[src/rtl/max_unpool_if.sv]
// Pooled-input / unpooled-output bundle for max_unpool.
// master = producer/consumer side, slave = the unpool block.
interface max_unpool_if #(
  parameter int DW = 16
);
  logic          load;
  logic [DW-1:0] in_data;
  logic [2:0]    history;
  logic          in_ready;
  logic [DW-1:0] result;
  logic [5:0]    addr;
  logic          out_valid;
  logic          out_ready;
  logic          done;
  logic          err;

  modport master (
    output load, in_data, history, out_ready,
    input  in_ready, result, addr, out_valid, done, err
  );

  modport slave (
    input  load, in_data, history, out_ready,
    output in_ready, result, addr, out_valid, done, err
  );
endinterface

[src/rtl/max_unpool.sv]
// 2x2 max-unpool: buffers one pooled frame with argmax codes,
// then streams the SIZE x SIZE map in raster order.
module max_unpool #(
  parameter int SIZE = 6,
  parameter int DW   = 16
) (
  input  logic         clk_i,
  input  logic         rst_i,
  max_unpool_if.slave  bus
);
  localparam int N  = SIZE / 2;
  localparam int NE = N * N;
  localparam int IW = (NE > 1) ? $clog2(NE) : 1;
  localparam int RW = $clog2(SIZE);

  typedef enum logic [1:0] {
    S_LOAD,
    S_EMIT,
    S_DONE
  } state_e;

  state_e        state_q, state_d;
  logic [IW-1:0] wr_idx_q, wr_idx_d;
  logic [RW-1:0] row_q, row_d;
  logic [RW-1:0] col_q, col_d;
  logic          err_q, err_d;

  logic [DW-1:0] val_q  [NE];
  logic [2:0]    hist_q [NE];

  logic          accept;
  logic          ohs;
  logic          last_in;
  logic          col_end;
  logic          last_out;
  logic [IW-1:0] rd_idx;
  logic          match;

  assign accept   = (state_q == S_LOAD) && bus.load;
  assign ohs      = (state_q == S_EMIT) && bus.out_ready;
  assign last_in  = wr_idx_q == IW'(NE - 1);
  assign col_end  = col_q == RW'(SIZE - 1);
  assign last_out = col_end && (row_q == RW'(SIZE - 1));

  assign rd_idx = IW'(int'(row_q >> 1) * N
                    + int'(col_q >> 1));
  // Codes 4..7 have bit 2 set and so never match a cell.
  assign match  = hist_q[rd_idx]
               == {1'b0, row_q[0], col_q[0]};

  always_comb begin
    state_d  = state_q;
    wr_idx_d = wr_idx_q;
    row_d    = row_q;
    col_d    = col_q;
    err_d    = err_q;
    unique case (state_q)
      S_LOAD: begin
        if (accept) begin
          if (bus.history[2]) err_d = 1'b1;
          if (last_in) begin
            wr_idx_d = '0;
            row_d    = '0;
            col_d    = '0;
            state_d  = S_EMIT;
          end else begin
            wr_idx_d = wr_idx_q + 1'b1;
          end
        end
      end
      S_EMIT: begin
        if (ohs) begin
          if (last_out) begin
            row_d   = '0;
            col_d   = '0;
            state_d = S_DONE;
          end else if (col_end) begin
            col_d = '0;
            row_d = row_q + 1'b1;
          end else begin
            col_d = col_q + 1'b1;
          end
        end
      end
      S_DONE: begin
        row_d   = '0;
        col_d   = '0;
        state_d = S_LOAD;
      end
      default: state_d = S_LOAD;
    endcase
  end

  always_ff @(posedge clk_i) begin
    if (rst_i) begin
      state_q  <= S_LOAD;
      wr_idx_q <= '0;
      row_q    <= '0;
      col_q    <= '0;
      err_q    <= 1'b0;
    end else begin
      state_q  <= state_d;
      wr_idx_q <= wr_idx_d;
      row_q    <= row_d;
      col_q    <= col_d;
      err_q    <= err_d;
    end
  end

  always_ff @(posedge clk_i) begin
    if (accept) begin
      val_q[wr_idx_q]  <= bus.in_data;
      hist_q[wr_idx_q] <= bus.history;
    end
  end

  assign bus.in_ready  = state_q == S_LOAD;
  assign bus.out_valid = state_q == S_EMIT;
  assign bus.done      = state_q == S_DONE;
  assign bus.err       = err_q;
  assign bus.addr      = bus.out_valid
    ? 6'(int'(row_q) * SIZE + int'(col_q))
    : 6'd0;
  assign bus.result    = (bus.out_valid && match)
    ? val_q[rd_idx] : '0;
endmodule
[src/flat_wrapper.sv]
// flat-port wrapper written by rule: the top's interface ports become plain ports
module max_unpool_flat 
#(
  parameter int SIZE = 6,
  parameter int DW   = 16
)
  (clk_i, rst_i, bus_load, bus_in_data, bus_history, bus_out_ready, bus_in_ready, bus_result, bus_addr, bus_out_valid, bus_done, bus_err);
  max_unpool_if #(.DW(DW)) bus_i ();
  input  logic clk_i;
  input  logic rst_i;
  input wire logic [$bits(bus_i.load)-1:0] bus_load;
  input wire logic [$bits(bus_i.in_data)-1:0] bus_in_data;
  input wire logic [$bits(bus_i.history)-1:0] bus_history;
  input wire logic [$bits(bus_i.out_ready)-1:0] bus_out_ready;
  output wire logic [$bits(bus_i.in_ready)-1:0] bus_in_ready;
  output wire logic [$bits(bus_i.result)-1:0] bus_result;
  output wire logic [$bits(bus_i.addr)-1:0] bus_addr;
  output wire logic [$bits(bus_i.out_valid)-1:0] bus_out_valid;
  output wire logic [$bits(bus_i.done)-1:0] bus_done;
  output wire logic [$bits(bus_i.err)-1:0] bus_err;
  assign bus_i.load = bus_load;
  assign bus_i.in_data = bus_in_data;
  assign bus_i.history = bus_history;
  assign bus_i.out_ready = bus_out_ready;
  assign bus_in_ready = bus_i.in_ready;
  assign bus_result = bus_i.result;
  assign bus_addr = bus_i.addr;
  assign bus_out_valid = bus_i.out_valid;
  assign bus_done = bus_i.done;
  assign bus_err = bus_i.err;
  max_unpool #(.SIZE(SIZE), .DW(DW)) u_core (.clk_i(clk_i), .rst_i(rst_i), .bus(bus_i));
endmodule
[config.mk]
export PLATFORM = sky130hd
export DESIGN_NAME = max_unpool_flat
export DESIGN_NICKNAME = d
export VERILOG_FILES = /design/src/rtl/max_unpool_if.sv /design/src/rtl/max_unpool.sv /design/src/flat_wrapper.sv
export SDC_FILE = /design/constraint.sdc
export NUM_CORES = 1
export LEC_CHECK = 0
export CORE_MARGIN = 4
export CORE_UTILIZATION = 44
export CTS_CLUSTER_DIAMETER = 150
export DETAILED_ROUTE_END_ITERATION = 10
export GPL_TIMING_DRIVEN = 0
export SETUP_SLACK_MARGIN = 0.2
export SYNTH_ARGS = -nofsm -noshare
export SYNTH_HDL_FRONTEND = slang
export SYNTH_SLANG_ARGS = --single-unit
[constraint.sdc]
create_clock -name clk_i -period 7.55 [get_ports clk_i]
set_input_delay 1.51 -clock clk_i [delete_from_list [all_inputs] [get_ports clk_i]]
set_output_delay 1.51 -clock clk_i [all_outputs]
set_load 0.005 [all_outputs]
# == Yosys cells after proc, flatten, opt, wreduce, memory -nomap -nowiden ==
# Memory sizes are Yosys's and may differ from the RTL's.
# Cells that the tools add are included.
# word_totals
reg_bits,13
mem_bits_rw,171
inputBits,23
out_inout_bits,26
word_cells,56
n_memories,2
# mem_list
memory,depth,word_bits,rd,rd_clocked_by_memory_dff,write_ports,line,text
u_core.val_q,9,16,1,0,1,max_unpool.sv:28,logic [DW-1:0] val_q [NE];
u_core.hist_q,9,3,1,0,1,max_unpool.sv:29,logic [2:0] hist_q [NE];
# op_classes
n_addsub,5
mul,2
eq_ne,11
mux,20
n_reduce_logical,11
# ops
op,n
two-way mux 3 bit,8
case mux 3 bit (3 select lines),2
two-way mux 16 bit,1
two-way mux 2 bit,4
AND reduction 4 bit,2
"adder 3 x 1 -> 3 bit, second input constant",2
adder 6 x 4 -> 6 bit,1
"equality test 3 bit, second input constant",2
two-way mux 6 bit,1
"multiplier 3 x 2 -> 5 bit, second input constant",1
AND reduction 5 bit,1
"adder 4 x 1 -> 4 bit, second input constant",1
adder 4 x 3 -> 4 bit,1
"equality test 4 bit, second input constant",1
logical AND 1 bit,4
"multiplier 2 x 2 -> 4 bit, second input constant",1
two-way mux 4 bit,1
"inequality test 2 x 1 -> 1 bit, second input constant",2
"inequality test 2 bit, second input constant",2
case mux 2 bit (2 select lines),1
equality test 3 x 2 -> 1 bit,1
"inequality test 3 bit, second input constant",1
AND reduction 3 bit,1
nonzero test 3 bit,1
other kinds (5),6

# == Logic depth before layout (Yosys ltp) ==
# Gate-level depths: netlist of run 1.
# An unclocked memory read counts as a cell.
# logic_depth
ltp_word,6
depth_mapped,13
depth_no_buf,11

# == Worst setup path after synthesis of run 1 ==
# Ideal clock, no wire load.
# synth_path
kind,register to output
from,register u_core.row_q[2]
to,output port bus_result[13]
arrival_time_ns,3.076
required_time_ns,6.040
setup_slack_ns,2.964
stages_incl_launch_ff,12
path_buffers,1
path_cell_list,dfxtp_1 inv_1 fa_1 inv_1 ha_1 inv_1 fa_1 buf_2 mux4_2 xor2_2 nand2_1 o41ai_1
# synth_via
elab_chain_len,6
word_cells_on_any_way,7
classes_between,add/sub: 1; mul: 1; eq/ne: 1; mux: 1; reduce/logical: 1; memory: 2
# synth_rtl
item,line,text
"start, declared",max_unpool.sv:24,"logic [RW-1:0] row_q, row_d;"
"start signal, assigned",max_unpool.sv:104,row_q <= row_d;
multiplier 2 x 2 -> 4 bit *,max_unpool.sv:45,assign rd_idx = IW'(int'(row_q >> 1) * N
adder 4 x 3 -> 4 bit *,max_unpool.sv:46,+ int'(col_q >> 1));
memory (9 x 3 bit),--,
equality test 3 x 2 -> 1 bit,max_unpool.sv:49,"== {1'b0, row_q[0], col_q[0]};"
logical AND 1 bit,max_unpool.sv:124,assign bus.result = (bus.out_valid && match)
two-way mux 16 bit *,max_unpool.sv:125,? val_q[rd_idx] : '0;
"end, declared",flat_wrapper.sv:16,output wire logic [$bits(bus_i.result)-1:0] bus_result;
# Every way passes the cells marked *; elsewhere a longest branch is shown, timed or not.

# == Worst setup path after layout of run 1 ==
# layout_path
from,register u_core.row_q[2]
to,output port bus_result[2]
# Same word-level chain as after synthesis.

==> flow_summary_export.csv, run 1 <==
group,metric,value,unit
status,status,"complete, no violations",
placed_design,portBuffers,47,
placed_design,placedInstanceArea,8490,µm²
floorplanning,die_area,19700,µm²
critical_path,worstSetupStartpointType,"register",
power_and_ir_drop,swShare,19.3,%
clocking,cts_root_buf,"clkbuf_16",
timing,whs,476,ps
clocking,h-tree-depth,4,
placed_design,dp_cells,762,
floorplanning,ios,49,
timing,hold_violations,0,
clocking,clk_latency,430,ps
clocking,cts_tree,"done",
clocking,ctsHoldBuffers,0,
logic_synthesis,synth_edf_count,171,
timing,finalCritPeriodShare,79.6,%
power_and_ir_drop,power,0.00211,W
power_and_ir_drop,p_sw,0.000408,W
floorplanning,rows,48,
logic_synthesis,synth_cells,488,
logic_synthesis,ys_ff_latch,184,
timing,worst_pin_slew,1230,ps
logic_synthesis,synth_area,7710,µm²
routing,routedWlPerCell,20.2,µm
power_and_ir_drop,internal-power,0.00170,W
global_routing,grt_max_degree,20,
critical_path,cp_top_family,"buffers and inverters",
logic_synthesis,ys_types,44,
critical_path,path_cells,"inv_1 -> fa_1 -> inv_1 -> ha_1 -> inv_1 -> fa_1 -> buf_2 -> and2_1 -> clkbuf_1 -> clkbuf_1 -> a22oi_1 -> nand2_1 -> o21ai_1 -> clkdlybuf4s50_1",
timing,timing.final.max_slew_violations,0,
logic_synthesis,ys.flop_type,"edfxtp_1",
finish,areaGrowthSynthToFinish,18.0,%
timing,setup_viol,0,
critical_path,cp_max_fo,10,
clocking,cts_buffer_depth,2,
power_and_ir_drop,ir_drop,164,µV
logic_synthesis,ys_seq_area_share,70.0,%
floorplanning,core_area,17200,µm²
global_routing,antenna_found_initial,0,
timing,period_minus_slack,6010,ps
timing,final.setup.tns,0,ps
logic_synthesis,synth.most_common_cell,"edfxtp_1",
logic_synthesis,yosys-top-cells-count,"171 x edfxtp_1, 75 x mux2i_1, 43 x nand2_1",
job,maxCapViolCount,0,
clocking,clkTransAtPathRegs,60,ps
clocking,cts_setup_buffers,0,
timing,fmax,166,MHz
global_routing,grt_overflow_total,0,
power_and_ir_drop,pwr-share-clk,43.2,%
critical_path,critPathMostFrequentCell,"inv_1",
power_and_ir_drop,power_density,232,nW/µm²
logic_synthesis,synthTopCellsByArea,"edfxtp_1 67%, mux2i_1 9.7%, dfxtp_1 3.4%",
global_routing,globalRouteTotalUtil,17.1,%
finish,antenna_cells,0,
clocking,cts.sinks,184,
power_and_ir_drop,comb_power_share,2.9,%
logic_synthesis,yosys.area.top_type,"edfxtp_1",
routing,ant_nets,0,
routing,vias,4119,
logic_synthesis,syn_area_per_cell,15.8,µm²
global_routing,first_global_vias,4260,
finish,layout-drive-gt1-share,12.0,%
clocking,cts_buffers,17,
clocking,cts_resized,0,
logic_synthesis,yosys_warnings,0,
critical_path,crit_path_top_delay_cell,"clkbuf_1",
placed_design,dp_hpwl,9710,µm
critical_path,crit_required,6040,ps
routing,drt_iter0_markers,259,
logic_synthesis,synth_top_area_share,66.6,%
floorplanning,start_util,44.7,%
critical_path,crit_buf_inv,7,
logic_synthesis,syn_nets,527,
timing,slew_headroom,18.2,%
critical_path,crit_path_max_incr_delay,610,ps
finish,design_area,9100,µm²
power_and_ir_drop,pwr-share-seq,53.9,%
critical_path,worstSetupPathType,"register to primary output",
routing,drc,0,
timing,rsz0062_at_grt,"no",
finish,layout.nets,595,
global_routing,grt_pass1_wl,25000,µm
critical_path,arrival,4500,ps
routing,wirelength,16000,µm
floorplanning,fp.dieH,140,µm
floorplanning,die_w,140,µm
routing,firstDrtPassIters,4,
worst_hold_path,hold_path_class,"register to register",
placed_design,place.gp.congestion,0.791,
timing,fin_worst_skew,5.63,ps
logic_synthesis,ys_async_sr_fraction,0,%
finish,fin_cells,794,
routing,vias_per_cell,5.19,
finish,nFillCells,1405,
critical_path,end_kind,"primary output",
power_and_ir_drop,p_leak,2.94,nW
-- layer usage --
| metal | routed length, µm | track usage (%) | vias up |
|---|---|---|---|
| met5 | 0 | 0 | - |
| met4 | 223 | 5.05 | 0 |
| met3 | 834 | 3.52 | 21 |
| met2 | 7700 | 27.6 | 82 |
| met1 | 7260 | 23.5 | 2032 |
| li1 | - | - | 1984 |
-- cells by family (layout without fill, tap and decap cells) --
| logic type | count (synthesis) | count (layout) | synth area share (%) |
|---|---|---|---|
| DFF | 184 | 184 | 70.0 |
| and+or+nand+nor | 93 | 93 | 6.09 |
| muxes | 79 | 79 | 10.8 |
| AOI/OAI and AO/OA | 68 | 68 | 6.25 |
| buffers and inverters | 38 | 119 | 2.65 |
| adders and majority gates | 16 | 16 | 2.99 |
| xor gates and xnor gates | 10 | 10 | 1.23 |
-- worst paths after layout --
check,from,endpoint,slack [ps],cells after the start
hold / removal,u_core.bus.err,u_core.bus.err,480,2
hold reg to reg,u_core.bus.err,u_core.bus.err,480,2
setup / recovery,u_core.row_q[2],bus_result[2],1540,14
setup reg to reg,u_core.state_q[0],u_core.val_q[7][1],4970,5
-- worst register-to-register path, cell delays in order (launching register included) --
cell and delay [ps]:
dfxtp_1 310, buf_4 150, nor2_1 220, nand2_1 140
nor3b_1 380, and2_1 980
-- area by class of cell --
type	count	area (µm²)	area share (%)
Clock buffer	17	425	4.68
Buffer	25	155	1.71
Inverter	13	48.8	0.536
Timing Repair Buffer	49	493	5.42
Multi-Input combinational cell	266	2110	23.2
Clock inverter	15	183	2.01
Sequential cell	184	5400	59.3
Tap cell	225	282	3.09
-- through the flow --
step / setup WS, ps / util (%)
3_3_place_gp: 1890 / 49.1
6_report: 1540 / 52.8
3_5_place_dp: 1950 / 49.2
4_1_cts: 1490 / 52.8
2_1_floorplan: 2960 / -
5_1_grt: 1220 / 52.8
-- flip-flops by register name, summed over array words and instances, names as in the netlist --
name	cells
u_core.bus.err	1
u_core.col_q	3
u_core.hist_q	27
u_core.row_q	3
u_core.state_q	2
u_core.val_q	144
u_core.wr_idx_q	4
-- power by group through the flow --
stage | registers, W | logic (W) | clock network (W)
after floorplan | 0.00116 | 0.0000277 | 0
after global placement | 0.00116 | 0.0000597 | 0
after detailed placement | 0.00116 | 0.0000616 | 0
after CTS | 0.00114 | 0.0000619 | 0.000927
after global routing | 0.00114 | 0.0000689 | 0.000975
final | 0.00114 | 0.0000609 | 0.000913
-- layout by cell type, fill, tap and decap left out, types with 12 or more instances in the layout --
master / instances
edfxtp_1: 171
mux2i_1: 75
clkdlybuf4s50_1: 47
nand2_1: 43
a22oi_1: 33
clkbuf_16: 17
nor2_1: 15
inv_1: 13
and2_1: 13
dfxtp_1: 13
ha_1: 12
No activity file was read; power rests on OpenSTA's default activity.
==> run 2, diff against run 1 <==
==> constraint.sdc (replaced) <==
create_clock -name clk_i -period 6.05 [get_ports clk_i]
set_input_delay 1.21 -clock clk_i [delete_from_list [all_inputs] [get_ports clk_i]]
set_output_delay 1.21 -clock clk_i [all_outputs]
set_load 0.005 [all_outputs]
==> flow_summary_export.csv, run 2 (synthesis gave the netlist of run 1 again) <==
group,metric,value,unit
critical_path,crit_path_top_delay_cell,"clkbuf_1",
floorplanning,core_area,17200,µm²
global_routing,grt_pass1_wl,25000,µm
critical_path,reg2regPathDepth,5,
timing,hold_violations,0,
floorplanning,die_w,140,µm
routing,vias,4108,
finish,layout_commonest_cell,"edfxtp_1",
floorplanning,rows,48,
critical_path,path_cells,"inv_1 -> fa_1 -> inv_1 -> ha_1 -> inv_1 -> fa_1 -> buf_2 -> nor2b_1 -> clkbuf_1 -> clkbuf_1 -> a22oi_1 -> nand2_1 -> o21ai_1 -> clkdlybuf4s50_1",
clocking,clk_latency,430,ps
placed_design,placedInstanceArea,8490,µm²
timing,fmax,179,MHz
job,maxCapViolCount,0,
critical_path,critPathMostFrequentCell,"inv_1",
clocking,cts_root_buf,"clkbuf_16",
routing,wirelength,16000,µm
status,status,"complete, no violations",
power_and_ir_drop,power_density,290,nW/µm²
clocking,cts_buffer_depth,2,
finish,layout.nets,595,
timing,setup_viol,0,
floorplanning,fp.dieH,140,µm
worst_hold_path,hold_path_class,"register to register",
timing,timing.final.max_slew_violations,0,
critical_path,worstReg2RegEnd,"u_core.val_q[7][0]",
worst_hold_path,holdPathStages,2,
finish,final_cell_mix,"171 x edfxtp_1, 75 x mux2i_1, 47 x clkdlybuf4s50_1",
floorplanning,die_area,19700,µm²
critical_path,rrSetupSlack,3470,ps
finish,regMostFlops,"u_core.val_q",
worst_hold_path,holdPathEnd,"u_core.bus.err",
clocking,cts.sinks,184,
critical_path,crit_required,4840,ps
critical_path,crit_path_max_incr_delay,600,ps
finish,antenna_cells,0,
timing,slew_headroom,16.9,%
global_routing,grt_overflow_total,0,
timing,worst_pin_slew,1250,ps
global_routing,grt_use_met1,23.5,%
clocking,cts_buffers,17,
routing,routedWlPerCell,20.2,µm
timing,fin_worst_skew,5.52,ps
power_and_ir_drop,ir_drop,205,µV
timing,finalCritPeriodShare,92.2,%
critical_path,cp_max_fo,10,
global_routing,antenna_found_initial,0,
routing,drt_iter0_markers,254,
global_routing,globalRouteTotalUtil,17.1,%
finish,largest_reg_flops,144,
clocking,h-tree-depth,4,
clocking,cts_tree,"done",
clocking,clkTransAtPathRegs,60,ps
clocking,cts_setup_buffers,0,
placed_design,place.gp.congestion,0.791,
routing,vias_per_cell,5.17,
floorplanning,start_util,44.7,%
placed_design,dp_hpwl,9710,µm
finish,nFillCells,1402,
finish,reg_top3,"u_core.val_q (144), u_core.hist_q (27), u_core.wr_idx_q (4)",
global_routing,first_global_vias,4260,
critical_path,rr_startpoint,"u_core.state_q[0]",
worst_hold_path,hold_start,"u_core.bus.err",
timing,whs,476,ps
critical_path,worstSetupStartpointType,"register",
finish,layout-drive-gt1-share,12.7,%
finish,areaGrowthSynthToFinish,18.2,%
global_routing,grtUsageMet2,27.6,%
global_routing,grt_max_degree,20,
critical_path,worstSetupPathType,"register to primary output",
global_routing,grt.met3_usage,3.52,%
critical_path,arrival,4370,ps
timing,final.setup.tns,0,ps
finish,design_area,9110,µm²
global_routing,grt_most_used_layer,"met2",
routing,firstDrtPassIters,4,
routing,ant_nets,0,
power_and_ir_drop,p_leak,2.96,nW
floorplanning,ios,49,
timing,rsz0062_at_grt,"no",
critical_path,end_kind,"primary output",
routing,drc,0,
timing,period_minus_slack,5580,ps
placed_design,portBuffers,47,
run 2: cell counts in the layout (fill, tap and decap cells not counted):
Identical to the previous run, type by type.
run 2: worst max path at each step:
stage | cells after the start | to | start | slack (ps)
CTS | 14 | bus_result[2] | u_core.row_q[2] | 290
finish | 14 | bus_result[2] | u_core.row_q[1] | 470
floorplan | 11 | bus_result[13] | u_core.row_q[2] | 1760
global route | 13 | bus_result[4] | u_core.row_q[1] | 210
global placement | 5 | u_core.wr_idx_q[3] | bus_load | 690
detailed placement | 14 | bus_result[2] | u_core.row_q[2] | 750
run 2: stage by stage:
stage                     utilization [%]  setup WS, ps  cells  power [W]
after floorplan                         -          1760    488    0.00148
after global placement               49.1           693    760    0.00152
after detailed placement             49.2           748    762    0.00153
after CTS                            52.8           286    794    0.00265
after global routing                 52.9           206    794    0.00273
final                                52.9           470    794    0.00264
run 2: cell type report:
type	instances	area, µm²	share of cell area, %
buffer	25	159	1.74
clock buffer	17	425	4.67
clock inverter	15	183	2.00
inverter	13	48.8	0.535
multi-input combinational	266	2130	23.3
sequential	184	5400	59.2
tap	225	282	3.09
timing repair buffer	49	493	5.41
run 2: power by group:
group | total, W | switching (W) | internal [W] | leakage (nW)
clock | 0.00114 | 0.000456 | 0.000684 | 0.291
sequential | 0.00142 | 0.00000590 | 0.00142 | 1.66
combinational | 0.0000767 | 0.0000487 | 0.0000281 | 1.01
run 2: per-layer routing:
metal / vias to the layer above / part of all wire, %
met5: - / 0
met1: 2029 / 46
met4: 0 / 1.4
li1: 1988 / -
met3: 21 / 3.6
met2: 70 / 49
run 2: critical path: cells and delay by family (launching register included):
family	cells	cell delay (ps)
AO/OA/AOI/OAI	2	310
adder cells (fa/ha/maj)	3	1110
buffers and inverters	7	1900
flip-flops	1	400
AND/OR/NAND/NOR	2	230
run 2: what timing repair did:
item	4_1_cts	5_1_grt
setup endpoints to repair	0	12
resized for setup	0	8
hold buffers	0	0
==> run 3, diff against run 2 <==
--- a/config.mk
+++ b/config.mk
@@ -5,8 +5,9 @@
 export SDC_FILE = /design/constraint.sdc
 export NUM_CORES = 1
 export LEC_CHECK = 0
+export CORE_ASPECT_RATIO = 1.4
 export CORE_MARGIN = 4
-export CORE_UTILIZATION = 44
+export CORE_UTILIZATION = 45
 export CTS_CLUSTER_DIAMETER = 150
 export DETAILED_ROUTE_END_ITERATION = 10
 export GPL_TIMING_DRIVEN = 0
==> flow_summary_export.csv, run 3 (synthesis gave the netlist of run 1 again) <==
group,metric,value,unit
status,status,"complete, no violations",
worst_hold_path,hold_path_class,"register to register",
finish,largest_reg_flops,144,
floorplanning,ios,49,
floorplanning,die_w,119,µm
power_and_ir_drop,ir_drop,158,µV
finish,layout_commonest_cell,"edfxtp_1",
timing,whs,476,ps
floorplanning,rows,56,
critical_path,worstReg2RegEnd,"u_core.val_q[7][10]",
finish,reg_top3,"u_core.val_q (144), u_core.hist_q (27), u_core.wr_idx_q (4)",
routing,firstDrtPassIters,4,
placed_design,dp_hpwl,10300,µm
finish,areaGrowthSynthToFinish,17.7,%
timing,fin_worst_skew,7.13,ps
clocking,cts_buffers,17,
placed_design,pre_cts_ws,889,ps
placed_design,dp_cells,740,
finish,layout-drive-gt1-share,12.0,%
floorplanning,die_area,19300,µm²
clocking,cts_setup_buffers,0,
timing,timing.final.max_slew_violations,0,
timing,fmax,178,MHz
global_routing,grt_pass1_wl,25600,µm
routing,ant_nets,0,
finish,antenna_cells,0,
finish,layout.nets,595,
worst_hold_path,holdPathStages,2,
global_routing,first_global_vias,4450,
routing,drt_iter0_markers,325,
global_routing,grt_overflow_total,0,
clocking,ctsHoldBuffers,0,
clocking,clk_latency,420,ps
timing,final.setup.tns,0,ps
critical_path,arrival,4410,ps
clocking,cts_root_buf,"clkbuf_16",
critical_path,worstSetupStartpointType,"register",
worst_hold_path,hold_start,"u_core.bus.err",
routing,drc,0,
clocking,h-tree-depth,4,
clocking,cts_resized,0,
clocking,cts_buffer_depth,2,
job,maxCapViolCount,0,
timing,setup_viol,0,
routing,wirelength,16400,µm
critical_path,end_kind,"primary output",
power_and_ir_drop,power_density,291,nW/µm²
clocking,cts_tree,"done",
timing,hold_violations,0,
routing,vias,4222,
global_routing,grt_max_degree,20,
routing,routedWlPerCell,21.3,µm
finish,fin_cells,772,
critical_path,crit_required,4840,ps
timing,finalCritPeriodShare,92.9,%
timing,fin_ws,432,ps
timing,slew_headroom,12.6,%
floorplanning,fp.dieH,163,µm
timing,worst_pin_slew,1310,ps
critical_path,reg2regPathDepth,5,
placed_design,portBuffers,47,
critical_path,cp_max_fo,9,
routing,vias_per_cell,5.47,
global_routing,antenna_found_initial,0,
clocking,cts.sinks,184,
floorplanning,start_util,45.8,%
critical_path,rr_startpoint,"u_core.state_q[0]",
critical_path,rrSetupSlack,3420,ps
finish,final_cell_mix,"171 x edfxtp_1, 75 x mux2i_1, 47 x clkdlybuf4s50_1",
timing,rsz0062_at_grt,"yes",
clocking,clkTransAtPathRegs,60,ps
timing,period_minus_slack,5620,ps
critical_path,worstSetupPathType,"register to primary output",
power_and_ir_drop,p_leak,2.95,nW
placed_design,place.gp.congestion,0.750,
finish,regMostFlops,"u_core.val_q",
floorplanning,core_area,16800,µm²
global_routing,globalRouteTotalUtil,17.9,%
worst_hold_path,holdPathEnd,"u_core.bus.err",
==> run 3: per-stage QoR <==
step / area (µm²) / power, W / util, %
floorplan: 7710 / 0.00148 / -
global placement: 8430 / 0.00152 / 50.1
detailed placement: 8460 / 0.00153 / 50.3
CTS: 9070 / 0.00266 / 53.9
global route: 9070 / 0.00272 / 54.0
finish: 9070 / 0.00264 / 54.0
==> run 3: area by class of cell <==
class,instances,area (µm²)
plain buffers,25,158
clock buffers,18,429
clock inverters,14,181
fillers,1405,7740
inverters,13,48.8
multi-input cells,266,2110
flip-flops and latches,184,5400
well taps,203,254
repair buffers,49,493
==> run 3: how the worst max path moves through the flow <==
| stage | startpoint | to | cells after the start |
|---|---|---|---|
| 4_1_cts | u_core.row_q[1] | bus_result[13] | 12 |
| 3_3_place_gp | bus_load | u_core.wr_idx_q[2] | 5 |
| 5_1_grt | u_core.row_q[1] | bus_result[3] | 14 |
| 6_report | u_core.row_q[2] | bus_result[14] | 12 |
| 2_1_floorplan | u_core.row_q[2] | bus_result[13] | 11 |
| 3_5_place_dp | u_core.row_q[1] | bus_result[0] | 12 |
==> run 3: where the power goes <==
part,switching [W],total (W),leakage [nW],internal (W)
clock network,0.000455,0.00114,0.290,0.000687
registers,0.00000603,0.00142,1.66,0.00142
logic,0.0000476,0.0000755,1.00,0.0000279
==> run 3: routing by layer <==
metal	part of all wire (%)	track usage (%)	vias to the layer above	wire [µm]
met5	0	0	-	0
met4	0.66	5.38	0	108
met3	4.3	3.82	6	702
met2	54	32.5	83	8810
met1	41	21.2	2150	6800
li1	-	-	1983	-
==> run 3: worst max-delay path: stages (launching register included) <==
cell and delay, ps:
dfxtp_1 450, inv_1 170, fa_1 440, inv_1 60, ha_1 130, inv_1 50, fa_1 490, buf_2 220
mux4_2 580, xor2_2 240, nand2_1 110, o41ai_1 430, clkdlybuf4s50_1 600
